### src/rtl/y86_pkg.sv
// Shared Y86-64 definitions: instruction codes, status codes and memory-stage state encoding.
package y86_pkg;

  localparam logic [3:0] IHALT   = 4'h0;
  localparam logic [3:0] INOP    = 4'h1;
  localparam logic [3:0] IRRMOVQ = 4'h2;
  localparam logic [3:0] IIRMOVQ = 4'h3;
  localparam logic [3:0] IRMMOVQ = 4'h4;
  localparam logic [3:0] IMRMOVQ = 4'h5;
  localparam logic [3:0] IOPQ    = 4'h6;
  localparam logic [3:0] IJXX    = 4'h7;
  localparam logic [3:0] ICALL   = 4'h8;
  localparam logic [3:0] IRET    = 4'h9;
  localparam logic [3:0] IPUSHQ  = 4'hA;
  localparam logic [3:0] IPOPQ   = 4'hB;

  localparam logic [2:0] SAOK = 3'd1;
  localparam logic [2:0] SHLT = 3'd2;
  localparam logic [2:0] SADR = 3'd3;
  localparam logic [2:0] SINS = 3'd4;

  localparam logic [1:0] IDLE   = 2'd0;
  localparam logic [1:0] REQ    = 2'd1;
  localparam logic [1:0] RESP   = 2'd2;
  localparam logic [1:0] HALTED = 2'd3;

  // 65-bit sum so that addr+8 wrapping past 2^64 is treated as out of range.
  function automatic logic addr_in_range(input logic [63:0] addr, input logic [64:0] limit);
    return ({1'b0, addr} + 65'd8) <= limit;
  endfunction

endpackage

### src/rtl/mem_access_decode.sv
// Combinational map from a decoded instruction to its single data-memory access.
module mem_access_decode
  import y86_pkg::*;
(
  input  logic [3:0]  icode,
  input  logic [63:0] valE,
  input  logic [63:0] valA,
  input  logic [63:0] valP,
  output logic        access,
  output logic        we,
  output logic [63:0] addr,
  output logic [63:0] wdata
);

  always_comb begin
    access = 1'b0;
    we     = 1'b0;
    addr   = valE;
    wdata  = valA;
    case (icode)
      IRMMOVQ, IPUSHQ: begin
        access = 1'b1;
        we     = 1'b1;
      end
      IMRMOVQ: access = 1'b1;
      ICALL: begin
        access = 1'b1;
        we     = 1'b1;
        wdata  = valP;
      end
      // ret and popq read from the old stack pointer.
      IRET, IPOPQ: begin
        access = 1'b1;
        addr   = valA;
      end
      default: ;
    endcase
  end

endmodule

### src/rtl/memory_stage.sv
// Y86-64 SEQ memory stage: one req/ack data access per instruction, valid/ready to write-back.
// Optional MEM_TIMEOUT_EN aborts a request that waits TIMEOUT_CYCLES without mem_ack.
module memory_stage
  import y86_pkg::*;
#(
  parameter longint unsigned MEM_BYTES      = 8192,
  parameter int unsigned     TIMEOUT_CYCLES = 255
) (
  input  logic        clk,
  input  logic        rst_n,
  input  logic        in_valid,
  output logic        in_ready,
  input  logic [3:0]  icode,
  input  logic [63:0] valE,
  input  logic [63:0] valA,
  input  logic [63:0] valP,
  input  logic [2:0]  stat_in,
  output logic        mem_req,
  output logic        mem_we,
  output logic [63:0] mem_addr,
  output logic [63:0] mem_wdata,
  input  logic        mem_ack,
  input  logic [63:0] mem_rdata,
  input  logic        mem_err,
  output logic        out_valid,
  input  logic        out_ready,
  output logic [3:0]  icode_out,
  output logic [63:0] valE_out,
  output logic [63:0] valM,
  output logic [2:0]  stat_out
);

  logic [1:0]  state;
  logic        dec_access;
  logic        dec_we;
  logic [63:0] dec_addr;
  logic [63:0] dec_wdata;
  logic        in_rng;

  mem_access_decode u_decode (
    .icode  (icode),
    .valE   (valE),
    .valA   (valA),
    .valP   (valP),
    .access (dec_access),
    .we     (dec_we),
    .addr   (dec_addr),
    .wdata  (dec_wdata)
  );

  assign in_rng    = addr_in_range(dec_addr, 65'(MEM_BYTES));
  assign in_ready  = (state == IDLE);
  assign out_valid = (state == RESP);

`ifdef MEM_TIMEOUT_EN
  localparam int unsigned CntW =
      ($clog2(TIMEOUT_CYCLES + 1) > 8) ? $clog2(TIMEOUT_CYCLES + 1) : 8;
  logic [CntW-1:0] cnt;
`endif

  always_ff @(posedge clk or negedge rst_n) begin
    if (!rst_n) begin
      state     <= IDLE;
      mem_req   <= 1'b0;
      mem_we    <= 1'b0;
      mem_addr  <= '0;
      mem_wdata <= '0;
      icode_out <= '0;
      valE_out  <= '0;
      valM      <= '0;
      stat_out  <= SAOK;
`ifdef MEM_TIMEOUT_EN
      cnt       <= '0;
`endif
    end else begin
      case (state)
        IDLE: begin
          if (in_valid) begin
            icode_out <= icode;
            valE_out  <= valE;
            valM      <= '0;
            if (dec_access && (stat_in == SAOK) && in_rng) begin
              state     <= REQ;
              mem_req   <= 1'b1;
              mem_we    <= dec_we;
              mem_addr  <= dec_addr;
              mem_wdata <= dec_wdata;
`ifdef MEM_TIMEOUT_EN
              cnt       <= '0;
`endif
            end else begin
              state <= RESP;
              if (stat_in != SAOK)  stat_out <= stat_in;
              else if (dec_access)  stat_out <= SADR;
              else                  stat_out <= SAOK;
            end
          end
        end
        REQ: begin
          if (mem_ack) begin
            state    <= RESP;
            mem_req  <= 1'b0;
            mem_we   <= 1'b0;
            valM     <= mem_we ? 64'd0 : mem_rdata;
            stat_out <= mem_err ? SADR : SAOK;
          end
`ifdef MEM_TIMEOUT_EN
          else if (cnt == CntW'(TIMEOUT_CYCLES - 1)) begin
            state    <= RESP;
            mem_req  <= 1'b0;
            mem_we   <= 1'b0;
            valM     <= '0;
            stat_out <= SADR;
          end else begin
            cnt <= cnt + 1'b1;
          end
`endif
        end
        RESP: begin
          if (out_ready) state <= (stat_out == SAOK) ? IDLE : HALTED;
        end
        default: ;  // HALTED: only reset leaves
      endcase
    end
  end

endmodule
### config.mk
export PLATFORM = sky130hd
export DESIGN_NAME = memory_stage
export DESIGN_NICKNAME = d
export VERILOG_FILES = /design/src/rtl/y86_pkg.sv /design/src/rtl/mem_access_decode.sv /design/src/rtl/memory_stage.sv
export SDC_FILE = /design/constraint.sdc
export NUM_CORES = 1
export LEC_CHECK = 0
export ABC_AREA = 1
export BUFFER_PORTS_ARGS = -buffer_cell sky130_fd_sc_hd__buf_2
export CAP_MARGIN = 5
export CORE_AREA = 5 5 204 206
export DETAILED_ROUTE_END_ITERATION = 10
export DIE_AREA = 0 0 209 211
export PLACE_DENSITY = 0.79
export SETUP_SLACK_MARGIN = 0.3
export SLEW_MARGIN = 20
export SYNTH_ARGS = -nofsm -noshare
export SYNTH_HDL_FRONTEND = slang
export SYNTH_HIERARCHICAL = 1
export SYNTH_SLANG_ARGS = --single-unit
### constraint.sdc
create_clock -name clk -period 2.1 [get_ports clk]
set_clock_uncertainty 0.15 [all_clocks]
set_input_delay 0.42 -clock clk [delete_from_list [all_inputs] [get_ports clk]]
set_output_delay 0.42 -clock clk [all_outputs]
set_load 0.02 [all_outputs]
==> metrics.yaml <==
status: "finished, violations left"
violations: "negative setup slack"
mostFrequentLayoutCell: "nand2_1"
worst_slew_pin_slew_ns: 0.536
place.gp.congestion: 0.971
antenna_found_initial: 6
dp_hpwl_microns: 48700
crit_path_top_delay_cell: "clkbuf_16"
fin_ws_ns: -1.27
cts_max_path_buffers: 3
worstPathMaxFanout: 13
synth_flop_cell: "dfrtp_1"
min-delay-start: "mem_rdata[28]"
drcViolationCount: 0
hold_viol_final: 0
max-cap-violations: 0
synth_top_area_frac: 0.442
cp_common_cell: "nand2_1"
fin_tns_setup_ns: -161.80
yosysWarnings: 6
layout_common_cells: "648 x nand2_1, 529 x buf_2, 267 x buf_4, 266 x dfrtp_1, 234 x nand3_1"
core_sq_um: 39500
hold-worst-slack_ns: 0.0389
port-buffer-count: 535
cts_buffers: 29
crit_type: "in -> reg"
synth-edff-count: 0
rr_endpoint: "valM[29]"
gr-total-overflow: 0
cts.clk_slew.worst_paths_ns: 0.06
busiest_layer: "met2"
slew_violations: 0
syn-cell-area_sq_um: 15100
grt_use_total: 0.291
setup.worst_path.start_class: "input pin"
use_met2: 0.508
yosys-top-cells-area: "dfrtp_1 44%, nand2_1 19%, nand3_1 8.5%"
min_path_cells: 3
grt_max_degree: 65
avgSynthCellArea_sq_um: 7.28
grt_pass1_vias: 18400
power_density_nw_per_um2: 865
ir_drop_mv: 0.914
hold_path_end: "valM[28]"
fin_crit_ns: 3.37
fin_area_sq_um: 24600
cp_top_family: "simple AND/OR/NAND/NOR gates"
nFillCells: 3215
grt_setup_unrepaired: "true"
dpl-instance-area_sq_um: 20300
cpPeakStageDelay_ns: 0.19
num_vias: 18900
multi_input_area_sq_um: 8250
grt_pass1_wl_microns: 103000
fp.dieArea_sq_um: 44100
power.leakage_nw: 13.3
wl_microns: 73100
syn_inst: 2069
wire_per_inst_microns: 20.7
dieWidth_microns: 209
fin_crit_sh: 1.61
hold_path.class: "in -> reg"
max_slew_margin: 0.643
rows: 73
setup_viol: 135
drt_iter0_drc: 1888
globalRouteMet3Util: 0.0558
max_freq_mhz: 296
nNetsFinal: 3259
io_pins: 536
regArea_sq_um: 6680
gr-usage-met1: 0.356
ys_ff_latch: 267
syn_to_final_growth_pct: 63.2
synth_nets: 2343
worstSkewPairLatency_ns: 0.55
path_buf_inv: 10
r2r_start: "state[1]"
dr.pass1.iters: 8
clock-sinks: 267
h-tree-depth: 1
yosysTopAreaCell: "dfrtp_1"
root_buffer: "clkbuf_16"
ant_nets: 0
via_per_inst: 5.34
initial_core_util: 0.382
yosysSeqAreaShare: 0.444
tritoncts: "done"
ys_types: 32
worstPathArrival_ns: 3.66
worst-r2r-cell-count: 8
cp.required_ns: 2.39
die_h_microns: 211
synthArstFlopShare: 1.00
end_kind: "register"
ff2ff_setup_slack_ns: 0.15
drive_gt1_frac: 0.413
-- through the flow --
stage                util  total power [W]  std cells  worst slack (ns)
finish              0.623           0.0213       3536             -1.27
global route        0.623           0.0223       3536             -1.42
CTS                 0.588           0.0208       3477             -1.12
detailed placement  0.514           0.0150       3278             -1.94
global placement    0.514           0.0148       3278             -1.91
floorplan               -           0.0117       2069             -1.06
-- worst max-delay path by stage --
| stage | from | to | slack (ns) | cells past startpoint |
|---|---|---|---|---|
| 6_report | icode[3] | mem_wdata[16] | -1.27 | 30 |
| 5_1_grt | icode[3] | mem_wdata[16] | -1.42 | 26 |
| 4_1_cts | icode[3] | mem_wdata[3] | -1.12 | 28 |
| 3_5_place_dp | icode[3] | mem_wdata[45] | -1.94 | 22 |
| 3_3_place_gp | icode[3] | mem_wdata[27] | -1.91 | 22 |
| 2_1_floorplan | icode[3] | mem_addr[10] | -1.06 | 25 |
-- what timing repair did --
action,CTS,global route
endpoints found under the setup margin,222,227
pin swaps,19,68
resized for setup,129,219
gates cloned,6,17
hold endpoints to repair,163,1
hold buffers,124,1
buffers inserted,17,36
-- state kept, by name, summed over array words and instances (netlist names) --
name,flops
valE_out,64
mem_we,1
mem_addr,64
valM,64
mem_wdata,64
mem_req,1
state,2
stat_out,3
icode_out,4
-- tightest hold or removal path: stages --
cell and delay (ns):
buf_2 0.11, nand3_1 0.10, nand2_1 0.07
-- cell usage after synthesis (6+ instances only) --
cell type	number
nand3_1	256
xnor2_1	10
buf_1	7
clkbuf_1	51
o21bai_1	6
buf_4	23
dfrtp_1	266
nand2_1	762
nand3b_1	6
inv_1	143
nor2_4	6
xor2_1	7
o21ai_0	74
buf_6	8
nor2_1	222
buf_2	26
nand4_1	95
mux2_2	68
-- logic make-up (layout without fill, tap and decap cells) --
kind of cell	after synthesis	count (layout)	synth area share
simple gates	1365	1365	0.385
xor+xnor	17	17	0.00988
compound gates	85	85	0.0295
flops	267	267	0.444
buf+inv	262	1199	0.0772
mux	68	68	0.0508
other cells	0	5	0
fa+ha+maj	5	5	0.00415
-- layout make-up --
cell class / instances / area share
clock inverters: 14 / 0.00743
flip-flops and latches: 267 / 0.272
inverters: 147 / 0.0236
well taps: 525 / 0.0267
diodes: 5 / 0.000509
repair buffers: 1000 / 0.303
clock buffers: 38 / 0.0321
multi-input cells: 1540 / 0.335
-- layer usage --
metal,vias up,wire length [microns]
met5,-,18
met1,8948,27400
li1,8509,-
met3,319,6570
met2,1110,35100
met4,2,3990
-- power by group --
part | switching, W | leakage [nW] | internal [W]
Combinational | 0.00560 | 9.54 | 0.00323
Sequential | 0.000709 | 3.29 | 0.00638
Clock | 0.00221 | 0.475 | 0.00314
Total | 0.00853 | 13.3 | 0.0128
No activity file was read; power rests on OpenSTA's default activity.
